==> src/rtl/alu_arbiter_if.sv <==
// rtl/alu_arbiter_if.sv - request, ALU and response signals for alu_arbiter
//
// Purpose: groups the two requester channels, the ALU drive/return and the
//          tagged response channel into one bundle.
// Modports:
//   slave  - the arbiter: takes requests, drives the ALU, returns responses
//   master - the environment: requesters, ALU and response consumer
// Signals:
//   req0_valid/req0_ready/req0_a/req0_b/req0_ctrl  execute-path requester
//   req1_valid/req1_ready/req1_a/req1_b/req1_ctrl  address/PC-update requester
//   alu_a/alu_b/alu_control                        operands and code to the ALU
//   alu_result/alu_flags                           combinational ALU return (NZCV)
//   rsp_valid/rsp_ready/rsp_id/rsp_result/rsp_flags/rsp_err  response channel

interface alu_arbiter_if #(
    parameter int WIDTH  = 32,
    parameter int CTRL_W = 4
);
    logic              req0_valid;
    logic              req0_ready;
    logic [WIDTH-1:0]  req0_a;
    logic [WIDTH-1:0]  req0_b;
    logic [CTRL_W-1:0] req0_ctrl;

    logic              req1_valid;
    logic              req1_ready;
    logic [WIDTH-1:0]  req1_a;
    logic [WIDTH-1:0]  req1_b;
    logic [CTRL_W-1:0] req1_ctrl;

    logic [WIDTH-1:0]  alu_a;
    logic [WIDTH-1:0]  alu_b;
    logic [CTRL_W-1:0] alu_control;
    logic [WIDTH-1:0]  alu_result;
    logic [3:0]        alu_flags;

    logic              rsp_valid;
    logic              rsp_ready;
    logic              rsp_id;
    logic [WIDTH-1:0]  rsp_result;
    logic [3:0]        rsp_flags;
    logic              rsp_err;

    modport slave (
        input  req0_valid, req0_a, req0_b, req0_ctrl,
        output req0_ready,
        input  req1_valid, req1_a, req1_b, req1_ctrl,
        output req1_ready,
        output alu_a, alu_b, alu_control,
        input  alu_result, alu_flags,
        output rsp_valid, rsp_id, rsp_result, rsp_flags, rsp_err,
        input  rsp_ready
    );

    modport master (
        output req0_valid, req0_a, req0_b, req0_ctrl,
        input  req0_ready,
        output req1_valid, req1_a, req1_b, req1_ctrl,
        input  req1_ready,
        input  alu_a, alu_b, alu_control,
        output alu_result, alu_flags,
        input  rsp_valid, rsp_id, rsp_result, rsp_flags, rsp_err,
        output rsp_ready
    );
endinterface

==> src/rtl/alu_arbiter.sv <==
// rtl/alu_arbiter.sv - round-robin sharing of one ALU between two requesters
//
// Purpose: grants one of two requesters (round-robin on contention), latches
//          its operands, drives the ALU for a single EXEC cycle, registers the
//          result/flags and returns them on a tagged valid/ready response.
//          Codes with any bit above bit 2 set are illegal: the ALU then sees
//          code 0 and the response carries rsp_err=1 with zero result/flags.
// Ports:
//   clk    in   system clock, rising edge
//   reset  in   synchronous active-high reset
//   bus    slave modport of alu_arbiter_if (requests, ALU, response)

module alu_arbiter #(
    parameter int WIDTH  = 32,
    parameter int CTRL_W = 4
) (
    input  logic         clk,
    input  logic         reset,
    alu_arbiter_if.slave bus
);

    typedef enum logic [1:0] {
        S_IDLE = 2'd0,
        S_EXEC = 2'd1,
        S_RESP = 2'd2
    } state_t;

    state_t            state;
    state_t            state_nx;

    logic              prio;
    logic [WIDTH-1:0]  op_a;
    logic [WIDTH-1:0]  op_b;
    logic [CTRL_W-1:0] op_ctrl;
    logic              op_id;
    logic              op_illegal;

    logic              grant0;
    logic              grant1;
    logic              ready0;
    logic              ready1;

    logic              rsp_id_q;
    logic [WIDTH-1:0]  rsp_result_q;
    logic [3:0]        rsp_flags_q;
    logic              rsp_err_q;

    // Lone requester always wins; on contention prio picks, so the two
    // grants are mutually exclusive by construction.
    always_comb begin
        grant0 = bus.req0_valid && (!bus.req1_valid || !prio);
        grant1 = bus.req1_valid && (!bus.req0_valid ||  prio);
    end

    assign op_illegal = |op_ctrl[CTRL_W-1:3];

    // State register
    always_ff @(posedge clk) begin
        if (reset) begin
            state <= S_IDLE;
        end else begin
            state <= state_nx;
        end
    end

    // Next-state logic
    always_comb begin
        state_nx = state;
        case (state)
            S_IDLE:  if (ready0 || ready1) state_nx = S_EXEC;
            S_EXEC:  state_nx = S_RESP;
            S_RESP:  if (bus.rsp_ready) state_nx = S_IDLE;
            default: state_nx = S_IDLE;
        endcase
    end

    // Output logic
    always_comb begin
        ready0          = 1'b0;
        ready1          = 1'b0;
        bus.alu_a       = '0;
        bus.alu_b       = '0;
        bus.alu_control = '0;
        bus.rsp_valid   = 1'b0;
        case (state)
            S_IDLE: begin
                // Held low while reset is asserted so nothing is handed over
                // on an edge that will discard it.
                ready0 = grant0 && !reset;
                ready1 = grant1 && !reset;
            end
            S_EXEC: begin
                bus.alu_a       = op_a;
                bus.alu_b       = op_b;
                bus.alu_control = op_illegal ? '0 : op_ctrl;
            end
            S_RESP: begin
                bus.rsp_valid = 1'b1;
            end
            default: ;
        endcase
    end

    assign bus.req0_ready = ready0;
    assign bus.req1_ready = ready1;

    // Operand latch, arbitration priority and response registers
    always_ff @(posedge clk) begin
        if (reset) begin
            prio         <= 1'b0;
            op_a         <= '0;
            op_b         <= '0;
            op_ctrl      <= '0;
            op_id        <= 1'b0;
            rsp_id_q     <= 1'b0;
            rsp_result_q <= '0;
            rsp_flags_q  <= '0;
            rsp_err_q    <= 1'b0;
        end else begin
            if (ready0 || ready1) begin
                op_a    <= ready1 ? bus.req1_a    : bus.req0_a;
                op_b    <= ready1 ? bus.req1_b    : bus.req0_b;
                op_ctrl <= ready1 ? bus.req1_ctrl : bus.req0_ctrl;
                op_id   <= ready1;
                prio    <= !ready1;
            end
            if (state == S_EXEC) begin
                rsp_id_q     <= op_id;
                rsp_err_q    <= op_illegal;
                rsp_result_q <= op_illegal ? '0 : bus.alu_result;
                rsp_flags_q  <= op_illegal ? '0 : bus.alu_flags;
            end
        end
    end

    assign bus.rsp_id     = rsp_id_q;
    assign bus.rsp_result = rsp_result_q;
    assign bus.rsp_flags  = rsp_flags_q;
    assign bus.rsp_err    = rsp_err_q;

endmodule
==> src/flat_wrapper.sv <==
// flat-port wrapper written by rule: the top's interface ports become plain ports
module alu_arbiter_flat 
#(
    parameter int WIDTH  = 32,
    parameter int CTRL_W = 4
)
  (clk, reset, bus_req0_valid, bus_req0_a, bus_req0_b, bus_req0_ctrl, bus_req0_ready, bus_req1_valid, bus_req1_a, bus_req1_b, bus_req1_ctrl, bus_req1_ready, bus_alu_a, bus_alu_b, bus_alu_control, bus_alu_result, bus_alu_flags, bus_rsp_valid, bus_rsp_id, bus_rsp_result, bus_rsp_flags, bus_rsp_err, bus_rsp_ready);
  alu_arbiter_if #(.WIDTH(WIDTH), .CTRL_W(CTRL_W)) bus_i ();
  input  logic clk;
  input  logic reset;
  input wire logic [$bits(bus_i.req0_valid)-1:0] bus_req0_valid;
  input wire logic [$bits(bus_i.req0_a)-1:0] bus_req0_a;
  input wire logic [$bits(bus_i.req0_b)-1:0] bus_req0_b;
  input wire logic [$bits(bus_i.req0_ctrl)-1:0] bus_req0_ctrl;
  output wire logic [$bits(bus_i.req0_ready)-1:0] bus_req0_ready;
  input wire logic [$bits(bus_i.req1_valid)-1:0] bus_req1_valid;
  input wire logic [$bits(bus_i.req1_a)-1:0] bus_req1_a;
  input wire logic [$bits(bus_i.req1_b)-1:0] bus_req1_b;
  input wire logic [$bits(bus_i.req1_ctrl)-1:0] bus_req1_ctrl;
  output wire logic [$bits(bus_i.req1_ready)-1:0] bus_req1_ready;
  output wire logic [$bits(bus_i.alu_a)-1:0] bus_alu_a;
  output wire logic [$bits(bus_i.alu_b)-1:0] bus_alu_b;
  output wire logic [$bits(bus_i.alu_control)-1:0] bus_alu_control;
  input wire logic [$bits(bus_i.alu_result)-1:0] bus_alu_result;
  input wire logic [$bits(bus_i.alu_flags)-1:0] bus_alu_flags;
  output wire logic [$bits(bus_i.rsp_valid)-1:0] bus_rsp_valid;
  output wire logic [$bits(bus_i.rsp_id)-1:0] bus_rsp_id;
  output wire logic [$bits(bus_i.rsp_result)-1:0] bus_rsp_result;
  output wire logic [$bits(bus_i.rsp_flags)-1:0] bus_rsp_flags;
  output wire logic [$bits(bus_i.rsp_err)-1:0] bus_rsp_err;
  input wire logic [$bits(bus_i.rsp_ready)-1:0] bus_rsp_ready;
  assign bus_i.req0_valid = bus_req0_valid;
  assign bus_i.req0_a = bus_req0_a;
  assign bus_i.req0_b = bus_req0_b;
  assign bus_i.req0_ctrl = bus_req0_ctrl;
  assign bus_req0_ready = bus_i.req0_ready;
  assign bus_i.req1_valid = bus_req1_valid;
  assign bus_i.req1_a = bus_req1_a;
  assign bus_i.req1_b = bus_req1_b;
  assign bus_i.req1_ctrl = bus_req1_ctrl;
  assign bus_req1_ready = bus_i.req1_ready;
  assign bus_alu_a = bus_i.alu_a;
  assign bus_alu_b = bus_i.alu_b;
  assign bus_alu_control = bus_i.alu_control;
  assign bus_i.alu_result = bus_alu_result;
  assign bus_i.alu_flags = bus_alu_flags;
  assign bus_rsp_valid = bus_i.rsp_valid;
  assign bus_rsp_id = bus_i.rsp_id;
  assign bus_rsp_result = bus_i.rsp_result;
  assign bus_rsp_flags = bus_i.rsp_flags;
  assign bus_rsp_err = bus_i.rsp_err;
  assign bus_i.rsp_ready = bus_rsp_ready;
  alu_arbiter #(.WIDTH(WIDTH), .CTRL_W(CTRL_W)) u_core (.clk(clk), .reset(reset), .bus(bus_i));
endmodule
==> config.mk <==
export PLATFORM = sky130hd
export DESIGN_NAME = alu_arbiter_flat
export DESIGN_NICKNAME = d
export VERILOG_FILES = /design/src/rtl/alu_arbiter_if.sv /design/src/rtl/alu_arbiter.sv /design/src/flat_wrapper.sv
export SDC_FILE = /design/constraint.sdc
export NUM_CORES = 1
export LEC_CHECK = 0
export CAP_MARGIN = 0
export CORE_UTILIZATION = 39
export CTS_BUF_LIST = sky130_fd_sc_hd__clkbuf_2
export DETAILED_ROUTE_END_ITERATION = 8
export PLACE_DENSITY = 0.86
export SETUP_SLACK_MARGIN = 0.2
export SKIP_LAST_GASP = 1
export SLEW_MARGIN = 20
export SYNTH_ARGS = -nofsm -noshare
export SYNTH_HDL_FRONTEND = slang
export SYNTH_SLANG_ARGS = --single-unit
==> constraint.sdc <==
create_clock -name clk -period 1.55 [get_ports clk]
set_input_delay 0.2325 -clock clk [delete_from_list [all_inputs] [get_ports clk]]
set_output_delay 0.2325 -clock clk [all_outputs]
set_load 0.005 [all_outputs]
==> results.json, run 1 <==
{
  "fmax_ghz": 0.4857,
  "critical_path_arrival_ps": 1830,
  "grt_antenna_before_repair": 1,
  "hold_class": "in -> reg",
  "leakage_nw": 3.530,
  "numPortBuffers": 284,
  "min_to": "u_core.bus.rsp_flags[2]",
  "max-cap-violations": 0,
  "period_needed_ps": 2059,
  "place_inst": 1000,
  "reg2reg_to": "u_core.op_a[6]",
  "clk_latency_ps": 620,
  "startpoint": "u_core.state[1]",
  "fin_cells": 1061,
  "rows": 40,
  "die_x_um": 115.1,
  "die_h_um": 115.1,
  "r2r-start": "u_core.state[1]",
  "timing.final.ws_setup_ps": -508.9,
  "drtPass1Iterations": 5,
  "setup_viol": 139,
  "hold_depth": 3,
  "nFillCells": 826,
  "power_density_nw_per_um2": 755.7,
  "mostFrequentLayoutCells": "175 x clkdlybuf4s50_1, 70 x dfxtp_1, 66 x inv_1, 65 x a211oi_1, 65 x a221o_1",
  "endpoint_kind": "primary output",
  "crit_type": "reg -> out",
  "synth_edf_count": 0,
  "viasPerCell": 5.420,
  "synth_ff_type": "dfxtp_1",
  "nets": 1064,
  "hold_path_startpoint": "reset",
  "finalSetupTns_ps": -36700,
  "synth_area_um2": 4991,
  "yosys_warnings": 0,
  "syn-num-nets": 760,
  "reg2regPathDepth": 9,
  "grt_pass1_wl_um": 27280,
  "drc": 0,
  "outcome": "finished with violations",
  "vias": 5751,
  "ys_seq_area_share_pct": 44.12,
  "grt_pass1_vias": 5444,
  "wire_per_inst_um": 19.17,
  "hold_viol": 0,
  "hpwl_um": 11840,
  "io-pin-count": 286,
  "grt_usage_pct": 26.58,
  "critical_path.max_fanout": 7,
  "clock-root-buffer": "clkbuf_2",
  "startpoint_type": "register",
  "grt_max_degree": 87,
  "synth_cells": 583,
  "numCtsBuffers": 9,
  "die-area_um2": 13250,
  "final.period_utilization_pct": 132.8,
  "final_common_cell": "clkdlybuf4s50_1",
  "gp_congestion": 0.8476,
  "violations": "negative setup slack",
  "crit_required_ps": 1320,
  "cts_tree": "done",
  "async_flop_share_pct": 0,
  "ant_nets": 0,
  "clockBufferDepth": 2,
  "drive_gt1_share_pct": 35.20,
  "core_area_um2": 12260,
  "start_util_pct": 40.70,
  "grt_overflow_total": 0,
  "syn_avg_cell_area_um2": 8.561,
  "area_growth_pct": 84.31,
  "detail_route.iter0.violations": 510,
  "synth.distinct_cells": 31,
  "vdd_drop_max_v": 0.0003705,
  "cts_sinks": 110,
  "ff2ff_setup_slack_ps": -180,
  "ys_ff_latch": 110,
  "finClkSkew_ps": 40.03,
  "rsz0062_at_grt": "true",
  "finalMaxSlewViolations": 0,
  "routed_wl_um": 20340,
  "clk_pin_slew_worst_paths_ps": 310,
  "cts-hold-fix-buffers": 0,
  "htreeDepth": 3
}
## through the flow
stage	utilization [%]	hold slack, ps	area, µm²	setup WS (ps)	power, mW
after CTS	69.28	13.05	8494	-517.3	6.534
final	75.02	84.27	9199	-508.9	6.952
after global placement	65.57	438.8	8040	-362.1	4.979
after floorplan	-	370.8	5011	167.7	4.032
after global routing	75.02	63.40	9199	-594.5	7.222
after detailed placement	65.57	443.6	8040	-383.2	5.008
## Yosys cell counts, types with 3 or more instances
| library cell | n | area share, % |
|---|---|---|
| nand2b_1 | 3 | 0.38 |
| buf_1 | 13 | 0.98 |
| a221o_1 | 65 | 13 |
| nand3b_1 | 36 | 5.4 |
| a21oi_1 | 40 | 4.0 |
| nand3_1 | 3 | 0.30 |
| dfxtp_1 | 110 | 44 |
| a311oi_1 | 3 | 0.53 |
| nand2_1 | 40 | 3.0 |
| and2_1 | 3 | 0.38 |
| buf_6 | 5 | 1.1 |
| inv_1 | 66 | 5.0 |
| nor3_1 | 5 | 0.50 |
| clkbuf_1 | 31 | 2.3 |
| nor4_1 | 3 | 0.38 |
| o21ai_0 | 3 | 0.30 |
| nor2_1 | 63 | 4.7 |
| buf_2 | 8 | 0.80 |
| a211oi_1 | 65 | 9.8 |
| nor2b_1 | 3 | 0.38 |
| buf_4 | 5 | 0.75 |
## critical path, stage by stage (launching register included)
cell and delay (ps):
dfxtp_4 430, nand2b_4 160, buf_12 130, buf_12 130
buf_8 130, nor3_4 100, buf_2 130
## flip-flops by register name (all words and copies together) (netlist names)
name                   cells
u_core.bus.rsp_err         1
u_core.op_ctrl             4
u_core.bus.rsp_result     32
u_core.prio                1
u_core.op_a               32
u_core.state               2
u_core.bus.rsp_id          1
u_core.bus.rsp_flags       4
u_core.op_id               1
u_core.op_b               32
## routing by layer
metal  part of all wire (%)  track usage (%)
met4                    1.9            9.957
met2                     51            47.03
met3                    6.9            6.484
met5                      0                0
met1                     40            31.01
## area by class of cell
class / instances / area [µm²] / area share, %
sequential: 110 / 2255 / 24.51
clock buffer: 9 / 45.04 / 0.4897
inverter: 67 / 254.0 / 2.761
timing repair buffer: 355 / 3620 / 39.35
multi-input combinational: 344 / 2744 / 29.83
tap: 168 / 210.2 / 2.285
clock inverter: 7 / 68.82 / 0.7481
antenna: 1 / 2.502 / 0.02720
## how the worst max path moves through the flow
| stage | slack, ps | endpoint | depth (start not counted) |
|---|---|---|---|
| final | -510 | bus_alu_control[0] | 6 |
| after global routing | -590 | bus_alu_control[0] | 6 |
| after CTS | -520 | bus_alu_control[0] | 6 |
| after detailed placement | -380 | bus_req0_ready | 4 |
| after global placement | -360 | bus_req0_ready | 4 |
| after floorplan | 170 | u_core.op_b[24] | 5 |
## where the power goes
group          internal (mW)  leakage [nW]  switching [mW]
Sequential              3.10         0.921           0.102
Combinational           1.27          2.54            1.09
Clock                  0.380        0.0722            1.01
## logic make-up after synthesis
logic type	Yosys count	share of synthesized area (%)
AO/OA/AOI/OAI	179	28.13
buffers and inverters	129	11.03
flip-flops	110	44.12
other	1	0.07513
AND/OR/NAND/NOR	164	16.65
## timing repair
action / in CTS / in global routing
resized for setup: 474 / 189
cloned: 4 / 13
endpoints found under the setup margin: 215 / 216
pin swaps: 4 / 18
setup buffers: 19 / 8
(Power assumes the default switching activity.)
==> run 2: changes to the inputs <==
--- a/config.mk
+++ b/config.mk
@@ -5,11 +5,11 @@
 export SDC_FILE = /design/constraint.sdc
 export NUM_CORES = 1
 export LEC_CHECK = 0
-export CAP_MARGIN = 0
-export CORE_UTILIZATION = 39
-export CTS_BUF_LIST = sky130_fd_sc_hd__clkbuf_2
+export CAP_MARGIN = 20
+export CORE_UTILIZATION = 38
+export CTS_BUF_LIST = sky130_fd_sc_hd__clkbuf_4 sky130_fd_sc_hd__clkbuf_8 sky130_fd_sc_hd__clkbuf_16
 export DETAILED_ROUTE_END_ITERATION = 8
-export PLACE_DENSITY = 0.86
+export PLACE_DENSITY = 0.84
 export SETUP_SLACK_MARGIN = 0.2
 export SKIP_LAST_GASP = 1
 export SLEW_MARGIN = 20
==> results.json, run 2 (synthesis gave the netlist of run 1 again) <==
{
  "grt_antenna_before_repair": 0,
  "clk_latency_ps": 360,
  "path_delay_family": "buffers and inverters",
  "p_clk_share_pct": 29.1,
  "seqPwrFrac_pct": 37.6,
  "hpwl_um": 12260,
  "outcome": "finished with violations",
  "clockBufferDepth": 2,
  "critical_path_arrival_ps": 1620,
  "hold_path_startpoint": "bus_alu_result[16]",
  "combPwrFrac_pct": 33.2,
  "min_to": "u_core.bus.rsp_result[16]",
  "routed_wl_um": 23140,
  "wire_per_inst_um": 20.86,
  "violations": "negative setup slack",
  "rows": 41,
  "endpoint_kind": "primary output",
  "grt_pass1_wl_um": 28300,
  "die_h_um": 116.6,
  "placed_area_um2": 8123,
  "ff2ff_setup_slack_ps": -280,
  "startpoint_type": "register",
  "ant_nets": 0,
  "numCtsBuffers": 9,
  "grt_usage_pct": 27.70,
  "htreeDepth": 3,
  "cts-hold-fix-buffers": 0,
  "crit_required_ps": 1320,
  "period_needed_ps": 1851,
  "nFillCells": 865,
  "critical_path.slowest_cell": "dfxtp_2",
  "grt_pass1_vias": 5261,
  "tightest_slew_ps": 940.6,
  "final.period_utilization_pct": 119.4,
  "grt_overflow_total": 0,
  "holdWs_ps": 447.1,
  "finalInstanceArea_um2": 9913,
  "core_area_um2": 12720,
  "vias": 6115,
  "vdd_drop_max_v": 0.0004732,
  "area_growth_pct": 98.62,
  "ff_latch_area_um2": 2212,
  "mostFrequentLayoutCells": "175 x clkdlybuf4s50_1, 104 x dfxtp_1, 66 x inv_1, 65 x a221o_1, 63 x a211oi_1",
  "drive_gt1_share_pct": 30.74,
  "hold_depth": 3,
  "clk_pin_slew_worst_paths_ps": 70,
  "hold_class": "in -> reg",
  "reg2reg_to": "u_core.op_b[27]",
  "p_sw_mw": 2.457,
  "slowest_delay_ps": 350,
  "critical_path.max_fanout": 8,
  "die-area_um2": 13600,
  "clock-root-buffer": "clkbuf_16",
  "nets": 1109,
  "drc": 0,
  "path_buf_inv": 5,
  "crit_type": "reg -> out",
  "detail_route.iter0.violations": 516,
  "numPortBuffers": 284,
  "die_x_um": 116.6,
  "multi_input_area_um2": 2674,
  "reg2regPathDepth": 9,
  "finClkSkew_ps": 6.588,
  "timing.final.ws_setup_ps": -300.7,
  "cts_tree": "done",
  "gp_congestion": 0.7828,
  "switching_share_pct": 29.14,
  "num_antenna_cells": 0,
  "max-cap-violations": 0,
  "finalMaxSlewViolations": 0,
  "path_cells": "buf_6 > nand2b_4 > clkbuf_16 > buf_4 > buf_4 > nor2_1 > buf_2",
  "drtPass1Iterations": 5,
  "start_util_pct": 39.23,
  "setup_viol": 139,
  "fmax_ghz": 0.5403,
  "grt_max_degree": 84,
  "final_common_cell": "clkdlybuf4s50_1",
  "power_density_nw_per_um2": 850.8,
  "internal_power_mw": 5.976,
  "rsz0062_at_grt": "true",
  "io-pin-count": 286,
  "r2r-start": "u_core.state[0]",
  "relSlewSlack_pct": 37.29,
  "leakage_nw": 4.006,
  "cts_sinks": 110,
  "viasPerCell": 5.514,
  "path_common_cell": "buf_4",
  "hold_viol": 0
}
-- run 2: cell types whose count changed in the layout (fill, tap and decap cells not counted), sizes merged --
cell	delta
clkbuf	+7
clkinv	-2
clkinvlp	+2
diode	-1
dlygate4sd2	+38
dlymetal6s2s	+1
inv	-1
-- run 2: how the worst max path moves through the flow --
stage | from | to | slack (ps) | depth (start not counted)
final | u_core.state[0] | bus_alu_a[28] | -300 | 7
after detailed placement | bus_req0_valid | bus_req0_ready | -370 | 4
after global routing | u_core.state[0] | bus_alu_a[16] | -340 | 7
after global placement | bus_req0_valid | bus_req0_ready | -370 | 4
after floorplan | u_core.state[1] | u_core.op_b[24] | 170 | 5
after CTS | u_core.state[1] | bus_alu_a[1] | -420 | 4
-- run 2: repair_timing --
item / 4_1_cts / 5_1_grt
gates resized for setup: 172 / 297
setup buffers: 28 / 29
cloned: 11 / 14
setup endpoints to repair: 215 / 177
pin swaps: 13 / 28
-- run 2: power by group through the flow --
stage | clock [mW] | sequential, mW | combinational (mW)
global placement | 0 | 3.22 | 1.80
CTS | 2.46 | 3.16 | 2.18
detailed placement | 0 | 3.23 | 1.82
floorplan | 0 | 3.23 | 0.806
finish | 2.46 | 3.17 | 2.80
global route | 2.57 | 3.20 | 2.94
-- run 2: metrics by stage --
step | setup slack [ps] | total power, mW | TNS (ps) | utilization, % | cells
floorplan | 167.7 | 4.032 | 0 | - | 583
global placement | -369.2 | 5.024 | -22320 | 63.85 | 1011
detailed placement | -371.3 | 5.049 | -23740 | 63.85 | 1011
CTS | -419.6 | 7.799 | -32590 | 71.48 | 1066
global route | -343.1 | 8.707 | -31150 | 77.92 | 1109
finish | -300.7 | 8.434 | -23920 | 77.92 | 1109
-- run 2: area by class of cell --
type                            count  area share, %
Timing Repair Buffer              400          42.89
Multi-Input combinational cell    344          26.97
Sequential cell                   110          22.31
Inverter                           67          2.562
Clock buffer                       10          2.411
Tap cell                          172          2.171
Clock inverter                      6         0.6816
-- run 2: tightest hold or removal path: cells and delay by family --
kind	cells	cell delay [ps]
buf+inv	1	390
simple gates	1	80
compound gates	1	60
-- run 2: layer usage --
layer	GRT usage, %	up-vias	share of wire (%)
li1	-	2783	-
met2	46.82	377	50
met5	0	-	0
met1	33.93	2880	37
met4	10.80	0	3.7
met3	6.694	75	9.4
==> run 3: changes to the inputs <==
--- a/config.mk
+++ b/config.mk
@@ -10,9 +10,10 @@
 export CTS_BUF_LIST = sky130_fd_sc_hd__clkbuf_4 sky130_fd_sc_hd__clkbuf_8 sky130_fd_sc_hd__clkbuf_16
 export DETAILED_ROUTE_END_ITERATION = 8
 export PLACE_DENSITY = 0.84
+export RECOVER_POWER = 100
 export SETUP_SLACK_MARGIN = 0.2
 export SKIP_LAST_GASP = 1
-export SLEW_MARGIN = 20
+export SLEW_MARGIN = 25
 export SYNTH_ARGS = -nofsm -noshare
 export SYNTH_HDL_FRONTEND = slang
 export SYNTH_SLANG_ARGS = --single-unit
==> results.json, run 3 (synthesis gave the netlist of run 1 again) <==
{
  "hold_path_startpoint": "bus_alu_result[16]",
  "finalSetupTns_ps": -23630,
  "startpoint_type": "register",
  "io-pin-count": 286,
  "numCtsBuffers": 9,
  "grt_max_degree": 84,
  "drtPass1Iterations": 5,
  "die_h_um": 116.6,
  "route.top_layer_used": "met4",
  "start_util_pct": 39.23,
  "numPortBuffers": 284,
  "gp_congestion": 0.7828,
  "final_common_cell": "clkdlybuf4s50_1",
  "grt_antenna_before_repair": 0,
  "htreeDepth": 3,
  "timing.final.ws_setup_ps": -300.5,
  "finalMaxSlewViolations": 0,
  "area_growth_pct": 98.37,
  "detail_route.iter0.violations": 505,
  "die_x_um": 116.6,
  "reg2reg_to": "u_core.op_b[27]",
  "outcome": "finished with violations",
  "period_needed_ps": 1850,
  "finClkSkew_ps": 5.174,
  "crit_type": "reg -> out",
  "max-cap-violations": 0,
  "wl_met3_um": 2017,
  "nFillCells": 868,
  "rsz0062_at_grt": "true",
  "reg2regPathDepth": 9,
  "fmax_ghz": 0.5404,
  "drc": 0,
  "crit_required_ps": 1320,
  "routed_wl_um": 23180,
  "ant_nets": 0,
  "critical_path_arrival_ps": 1620,
  "path_cells": "buf_6 > nand2b_4 > clkbuf_16 > buf_4 > buf_4 > nor2_1 > buf_2",
  "die-area_um2": 13600,
  "cts_tree": "done",
  "clockBufferDepth": 2,
  "core_area_um2": 12720,
  "tightest_slew_ps": 946.9,
  "cts_sinks": 110,
  "vias": 6101,
  "path_common_cell": "buf_4",
  "endpoint_kind": "primary output",
  "mostFrequentLayoutCells": "175 x clkdlybuf4s50_1, 108 x dfxtp_1, 66 x inv_1, 65 x a221o_1, 63 x a211oi_1",
  "rows": 41,
  "hold_viol": 0,
  "holdWs_ps": 446.3,
  "clk_latency_ps": 360,
  "hpwl_um": 12260,
  "min_to": "u_core.bus.rsp_result[16]",
  "grt_overflow_total": 0,
  "r2r-start": "u_core.state[0]",
  "grt_pass1_vias": 5261,
  "slowest_delay_ps": 350,
  "hold_depth": 3,
  "path_delay_family": "buffers and inverters",
  "clk_pin_slew_worst_paths_ps": 70,
  "critical_path.max_fanout": 8,
  "drive_gt1_share_pct": 30.20,
  "setup_viol": 140,
  "hold_class": "in -> reg",
  "power_density_nw_per_um2": 851.4,
  "wl_met1_um": 8725,
  "grt_usage_pct": 27.70,
  "leakage_nw": 4.000,
  "critical_path.slowest_cell": "dfxtp_2",
  "viasPerCell": 5.501,
  "num_antenna_cells": 0,
  "relSlewSlack_pct": 36.87,
  "cts-hold-fix-buffers": 0,
  "wire_per_inst_um": 20.90,
  "wl_met2_um": 11640,
  "final.period_utilization_pct": 119.4,
  "grt_pass1_wl_um": 28300,
  "nets": 1109,
  "violations": "negative setup slack",
  "ff2ff_setup_slack_ps": -280,
  "clock-root-buffer": "clkbuf_16",
  "path_buf_inv": 5,
  "vdd_drop_max_v": 0.0004728
}
run 3: changes by cell type in the layout (fill, tap and decap cells not counted):
| cell | previous run | this run |
|---|---|---|
| dfxtp_1 | 104 | 108 |
| clkbuf_1 | 0 | 1 |
| buf_6 | 40 | 39 |
| dfxtp_2 | 5 | 1 |
run 3: final cells by class:
type                            count  area (µm²)  area share [%]
Clock buffer                       10       239.0           2.414
Clock inverter                      6       67.56          0.6824
Inverter                           67       254.0           2.565
Multi-Input combinational cell    344        2674           27.01
Sequential cell                   110        2207           22.29
Tap cell                          172       215.2           2.174
Timing Repair Buffer              400        4244           42.87
run 3: metrics by stage:
stage	utilization [%]	cells	setup WS (ps)	power, mW	area, µm²
after global placement	63.85	1011	-369.2	5.024	8123
after CTS	71.48	1066	-419.6	7.799	9094
after global routing	77.82	1109	-343.1	8.701	9901
final	77.82	1109	-300.5	8.429	9901
after floorplan	-	583	167.7	4.032	5011
after detailed placement	63.85	1011	-371.3	5.049	8123
run 3: repair_timing:
action                     CTS  global route
setup endpoints to repair  215           177
pin swaps                   13            28
gates resized for setup    172           297
buffers inserted            28            29
cloned                      11            14
run 3: how the worst max path moves through the flow:
stage               startpoint               to  depth (start not counted)
2_1_floorplan  u_core.state[1]  u_core.op_b[24]                          5
3_3_place_gp    bus_req0_valid   bus_req0_ready                          4
3_5_place_dp    bus_req0_valid   bus_req0_ready                          4
4_1_cts        u_core.state[1]     bus_alu_a[1]                          4
5_1_grt        u_core.state[0]    bus_alu_a[16]                          7
6_report       u_core.state[0]    bus_alu_a[28]                          7
run 3: routing by layer:
metal	vias up	GRT usage, %
met3	64	6.694
met2	367	46.82
li1	2782	-
met4	0	10.80
met5	-	0
met1	2888	33.93
run 3: tightest hold or removal path: stages:
cell and delay, ps:
clkdlybuf4s50_1 390, nand3b_1 80, a21oi_1 60
run 3: where the power goes:
group / switching, mW / internal [mW] / leakage (nW) / total (mW)
clock: 1.15 / 1.31 / 0.145 / 2.46
sequential: 0.0917 / 3.08 / 0.904 / 3.17
combinational: 1.22 / 1.58 / 2.95 / 2.80
total: 2.46 / 5.97 / 4.00 / 8.43
